**src/rtl/alu_ctl_pkg.sv**
```systemverilog
// Shared types and constants for the ALU control sequencer.
package alu_ctl_pkg;

  typedef enum logic [2:0] {
    ST_IDLE,
    ST_DRIVE,
    ST_SETTLE,
    ST_LATCH,
    ST_DONE
  } state_e;

  typedef enum logic [2:0] {
    FC_ADD  = 3'b000,
    FC_INC  = 3'b001,
    FC_AND  = 3'b010,
    FC_OR   = 3'b011,
    FC_XOR  = 3'b100,
    FC_NOT  = 3'b101,
    FC_SHL  = 3'b110,
    FC_RSVD = 3'b111
  } fctn_e;

  localparam logic [3:0] ALU_OPCODE    = 4'b1000;
  localparam logic [2:0] RESERVED_CODE = 3'b111;

  // Width of the settle counter; holds SETTLE_CYCLES-1 for the full 1..15 range.
  localparam int TIMER_W = 4;

  // An instruction is legal when it carries the ALU opcode and a non-reserved code.
  function automatic logic isLegal(input logic [7:0] instrByte);
    return (instrByte[7:4] == ALU_OPCODE) && (instrByte[2:0] != RESERVED_CODE);
  endfunction

  // Only the arithmetic ops produce a meaningful carry out of the ALU.
  function automatic logic keepsCarry(input logic [2:0] code);
    return (code == FC_ADD) || (code == FC_INC);
  endfunction

endpackage

```
**src/rtl/settle_timer.sv**
```systemverilog
// Loadable down-counter that times how long ALU inputs are held before latching.
module settle_timer
  import alu_ctl_pkg::*;
(
  input  logic               clk,
  input  logic               rst_n,
  input  logic               i_load,
  input  logic [TIMER_W-1:0] i_loadValue,
  input  logic               i_dec,
  output logic               o_expired
);

  logic [TIMER_W-1:0] r_count;

  // Load takes priority; decrement stops at zero so the count never wraps.
  always_ff @(posedge clk or negedge rst_n) begin
    if (!rst_n) begin
      r_count <= '0;
    end else if (i_load) begin
      r_count <= i_loadValue;
    end else if (i_dec && (r_count != '0)) begin
      r_count <= r_count - 1'b1;
    end
  end

  assign o_expired = (r_count == '0);

endmodule

```
**src/rtl/alu_sequencer.sv**
```systemverilog
// Sequences one ALU instruction: drive operands, wait for settling, latch result and flags.
module alu_sequencer
  import alu_ctl_pkg::*;
#(
  parameter int SETTLE_CYCLES = 2
)
(
  input  logic       clk,
  input  logic       rst_n,
  input  logic       instr_valid,
  output logic       instr_ready,
  input  logic [7:0] instr,
  input  logic [7:0] alu_result,
  input  logic       alu_zero,
  input  logic       alu_sign,
  input  logic       alu_carry,
  output logic [2:0] fctn_code,
  output logic       sel_bc,
  output logic       ld_a,
  output logic       ld_d,
  output logic       ld_cond,
  output logic [7:0] result_q,
  output logic [2:0] cond_q,
  output logic       done,
  output logic       instr_err
);

  // SETTLE runs from SETTLE_CYCLES-1 down to 0, so the timer is loaded one below the cycle count.
  localparam logic [TIMER_W-1:0] SETTLE_LOAD = TIMER_W'(SETTLE_CYCLES - 1);

  state_e     r_state;
  logic       r_dest;
  logic [2:0] r_code;
  logic       r_ready;
  logic       r_selBc;
  logic [2:0] r_fctnCode;
  logic       r_ldA;
  logic       r_ldD;
  logic       r_ldCond;
  logic [7:0] r_resultQ;
  logic [2:0] r_condQ;
  logic       r_done;
  logic       r_instrErr;

  logic w_accept;
  logic w_timerLoad;
  logic w_timerDec;
  logic w_expired;

  assign w_accept    = instr_valid & r_ready;
  assign w_timerLoad = (r_state == ST_DRIVE);
  assign w_timerDec  = (r_state == ST_SETTLE);

  settle_timer uSettleTimer (
    .clk         (clk),
    .rst_n       (rst_n),
    .i_load      (w_timerLoad),
    .i_loadValue (SETTLE_LOAD),
    .i_dec       (w_timerDec),
    .o_expired   (w_expired)
  );

  // Main FSM; every output is registered and set on the transition into the state that owns it.
  always_ff @(posedge clk or negedge rst_n) begin
    if (!rst_n) begin
      r_state    <= ST_IDLE;
      r_dest     <= 1'b0;
      r_code     <= 3'b000;
      r_ready    <= 1'b0;
      r_selBc    <= 1'b0;
      r_fctnCode <= 3'b000;
      r_ldA      <= 1'b0;
      r_ldD      <= 1'b0;
      r_ldCond   <= 1'b0;
      r_resultQ  <= 8'h00;
      r_condQ    <= 3'b000;
      r_done     <= 1'b0;
      r_instrErr <= 1'b0;
    end else begin
      r_ldA      <= 1'b0;
      r_ldD      <= 1'b0;
      r_ldCond   <= 1'b0;
      r_done     <= 1'b0;
      r_instrErr <= 1'b0;
      case (r_state)
        ST_IDLE: begin
          r_ready <= 1'b1;
          if (w_accept) begin
            if (isLegal(instr)) begin
              r_dest     <= instr[3];
              r_code     <= instr[2:0];
              r_selBc    <= 1'b1;
              r_fctnCode <= instr[2:0];
              r_ready    <= 1'b0;
              r_state    <= ST_DRIVE;
            end else begin
              r_instrErr <= 1'b1;
            end
          end
        end
        ST_DRIVE: begin
          r_state <= ST_SETTLE;
        end
        ST_SETTLE: begin
          if (w_expired) begin
            r_state  <= ST_LATCH;
            r_ldCond <= 1'b1;
            r_ldA    <= ~r_dest;
            r_ldD    <= r_dest;
          end
        end
        ST_LATCH: begin
          r_resultQ  <= alu_result;
          r_condQ    <= {alu_zero, alu_sign, alu_carry & keepsCarry(r_code)};
          r_selBc    <= 1'b0;
          r_fctnCode <= 3'b000;
          r_done     <= 1'b1;
          r_state    <= ST_DONE;
        end
        ST_DONE: begin
          r_ready <= 1'b1;
          r_state <= ST_IDLE;
        end
        default: begin
          r_state <= ST_IDLE;
        end
      endcase
    end
  end

  assign instr_ready = r_ready;
  assign sel_bc      = r_selBc;
  assign fctn_code   = r_fctnCode;
  assign ld_a        = r_ldA;
  assign ld_d        = r_ldD;
  assign ld_cond     = r_ldCond;
  assign result_q    = r_resultQ;
  assign cond_q      = r_condQ;
  assign done        = r_done;
  assign instr_err   = r_instrErr;

endmodule

```
**config.mk**
```make
export PLATFORM = sky130hd
export DESIGN_NAME = alu_sequencer
export DESIGN_NICKNAME = d
export VERILOG_FILES = /design/src/rtl/alu_ctl_pkg.sv /design/src/rtl/settle_timer.sv /design/src/rtl/alu_sequencer.sv
export SDC_FILE = /design/constraint.sdc
export NUM_CORES = 1
export LEC_CHECK = 0
export CAP_MARGIN = 20
export CORE_ASPECT_RATIO = 1.25
export CORE_MARGIN = 10
export CORE_UTILIZATION = 47
export CTS_BUF_LIST = sky130_fd_sc_hd__clkbuf_8
export DETAILED_ROUTE_END_ITERATION = 8
export PLACE_DENSITY = 0.79
export SYNTH_ARGS = -nofsm -noshare
export SYNTH_HDL_FRONTEND = slang
export SYNTH_SLANG_ARGS = --single-unit
```
**constraint.sdc**
```tcl
create_clock -name clk -period 2.05 [get_ports clk]
set_input_delay 0.41 -clock clk [delete_from_list [all_inputs] [get_ports clk]]
set_output_delay 0.41 -clock clk [all_outputs]
set_load 0.005 [all_outputs]
```
==> metrics.yaml <==
required_ns: 2.21
grt_overflow: 0
synth_flop_cell: "dfrtp_1"
worstMarginPinSlew_ns: 0.3695
yosysTopAreaCell: "dfrtp_1"
synthCells: 121
core_um2: 2680
die_w_um: 67.38
drtIter0Drc: 14
p_per_area_nw_per_um2: 1275
critPathCaptureType: "register"
numCtsBuffers: 5
synthesis.nets: 144
fin_skew_ns: 0.001647
hold_path.startpoint: "r_dest"
startpoint: "uSettleTimer.r_count[0]"
synth_top_area_share: 0.5882
synth.area.top_cells: "dfrtp_1 59%, nand2_1 13%, mux2i_1 4.6%"
postCtsSetupBuffers: 0
rows: 21
postCtsResizedCells: 0
dp_hpwl_um: 2301
crit_path_end: "uSettleTimer.r_count[0]"
slew_viol_final: 0
drive_gt1_frac: 0.1183
ys_warn_count: 0
p_int_mw: 1.648
drc: 0
drt_first_pass_iters: 4
reg2reg_from: "uSettleTimer.r_count[0]"
fin_setup_tns_ns: 0
first_global_vias: 1156
p_switching_uw: 721.1
antenna_cells: 0
placed_area_um2: 1785
setup_viol: 0
cts_hold_buffers: 0
via_per_inst: 4.901
gr-usage-all-layers: 0.1195
io_buffers: 42
fin_nets: 193
cp_data_arrival_time_ns: 1.90
slew-limit-headroom: 0.7529
synth-seq-area-share: 0.5882
synthArstFlopShare: 1.000
antenna_left: 0
crit_path_start_kind: "register"
leakagePower_nw: 0.9111
initial_core_util: 0.4921
final_cells: 203
clock.fmax_mhz: 572.2
placed_cells: 197
path_buf_inv: 1
pwr-share-seq: 0.439
syn_area_per_cell_um2: 10.90
clkSinkCount: 31
slowest_stage: "or3b_2"
grt_max_degree: 32
finalCritPeriodShare: 0.8525
syn-cell-area_um2: 1319
regToRegSetupSlack_ns: 0.30
status: "completed"
maxCapViolations: 0
cts_max_level: 2
critPathMaxStageDelay_ns: 0.49
vias: 995
cts_tree: "done"
grt_antenna_before_repair: 0
power_frac_clock: 0.174
synth_top_cells_by_count: "44 x nand2_1, 31 x dfrtp_1, 6 x mux2i_1, 5 x inv_1"
ys_ff_latch: 31
final_area_um2: 1858
peakVddDrop_mv: 0.7129
cts_buffer_depth: 2
fin_crit_ns: 1.748
path_clk_slew_ns: 0.06
place_congestion: 0.7137
rsz0062_at_grt: "no"
r2r_end: "uSettleTimer.r_count[0]"
pin_count: 43
root_buffer: "clkbuf_8"
die_area_um2: 5338
synthToLayoutAreaGrowth_pct: 40.89
grt_pass1_wl_um: 4974
fin_util: 0.6933
synthMostInstantiatedCell: "nand2_1"
finalHoldViolCount: 0
crit_family: "simple AND/OR/NAND/NOR gates"
die_y_um: 79.23
path_max_fanout: 3
synth_edf_count: 0
clk_latency_ns: 0.27
wl_per_cell_um: 14.27
min_path_type: "reg2reg"
drt_wl_total_um: 2897
cp_cell_sequence: "inv_1 -> ha_1 -> or3b_2 -> nand3_1 -> mux2_2"
crit_type: "reg2reg"
cp_num_cells: 5
combPwrFrac: 0.387
switching_share: 0.3043
synth_cell_type_count: 29
worstRegToRegCells: 5
routing by layer:
metal / vias up / GRT usage / wire length [um]
li1: 490 / - / -
met1: 467 / 0.1258 / 1144
met2: 33 / 0.1892 / 1446
met3: 5 / 0.07865 / 273
met4: 0 / 0.03704 / 32
met5: - / 0 / 0
power by group through the flow:
stage	clock network [mW]	registers, mW	logic [mW]
4_1_cts	0.426	1.04	0.946
3_3_place_gp	0	1.03	0.905
3_5_place_dp	0	1.05	0.936
6_report	0.411	1.04	0.917
5_1_grt	0.450	1.08	1.03
2_1_floorplan	0	1.02	0.444
layout make-up:
class | count | area [um2]
Fill cell | 213 | 822.0
Sequential cell | 31 | 775.7
Multi-Input combinational cell | 81 | 498.0
Timing Repair Buffer | 46 | 450.4
Clock buffer | 5 | 68.82
Tap cell | 34 | 42.54
Inverter | 5 | 18.77
Clock inverter | 1 | 3.754
registers in the layout (all words and copies together), names as in the netlist, 2 cells and up:
name and count:
cond_q 3, r_state 3, fctn_code 3, uSettleTimer.r_count 4, result_q 8, r_code 2
per-stage QoR:
stage               worst slack [ns]  power, mW  hold WS (ns)
finish                        0.3023      2.370        0.4577
global route                  0.2388      2.561        0.4943
CTS                           0.2902      2.415        0.4603
detailed placement           0.06296      1.985        0.4527
global placement             0.07005      1.936        0.4478
floorplan                     0.4102      1.468        0.1144
worst min path at each step:
stage,slack (ns),depth (start not counted),endpoint
floorplan,0.11,0,cond_q[0]
global placement,0.45,1,ld_a
detailed placement,0.45,1,ld_a
CTS,0.46,1,ld_a
global route,0.49,1,ld_a
finish,0.46,1,ld_a
cell usage in the layout, fill, tap and decap left out, drive strengths merged, types with 2 or more instances in the layout:
cell and instances:
or3b 2, nor2 4, dfrtp 31, nor3 2
buf 4, clkdlybuf4s50 42, nand2 44, clkbuf 5
inv 6, nand4 3, mux2 4, mux2i 6
nand3 2
cell families after synthesis:
logic type      count (synthesis)  share of synthesized area
flops                          31                     0.5882
buf+inv                         9                    0.03415
mux                            10                    0.08823
fa+ha+maj                       1                   0.009486
compound gates                  4                    0.01802
simple gates                   65                     0.2552
xor+xnor                        1                   0.006643
Note: power is estimated with default switching activity, not from simulation.
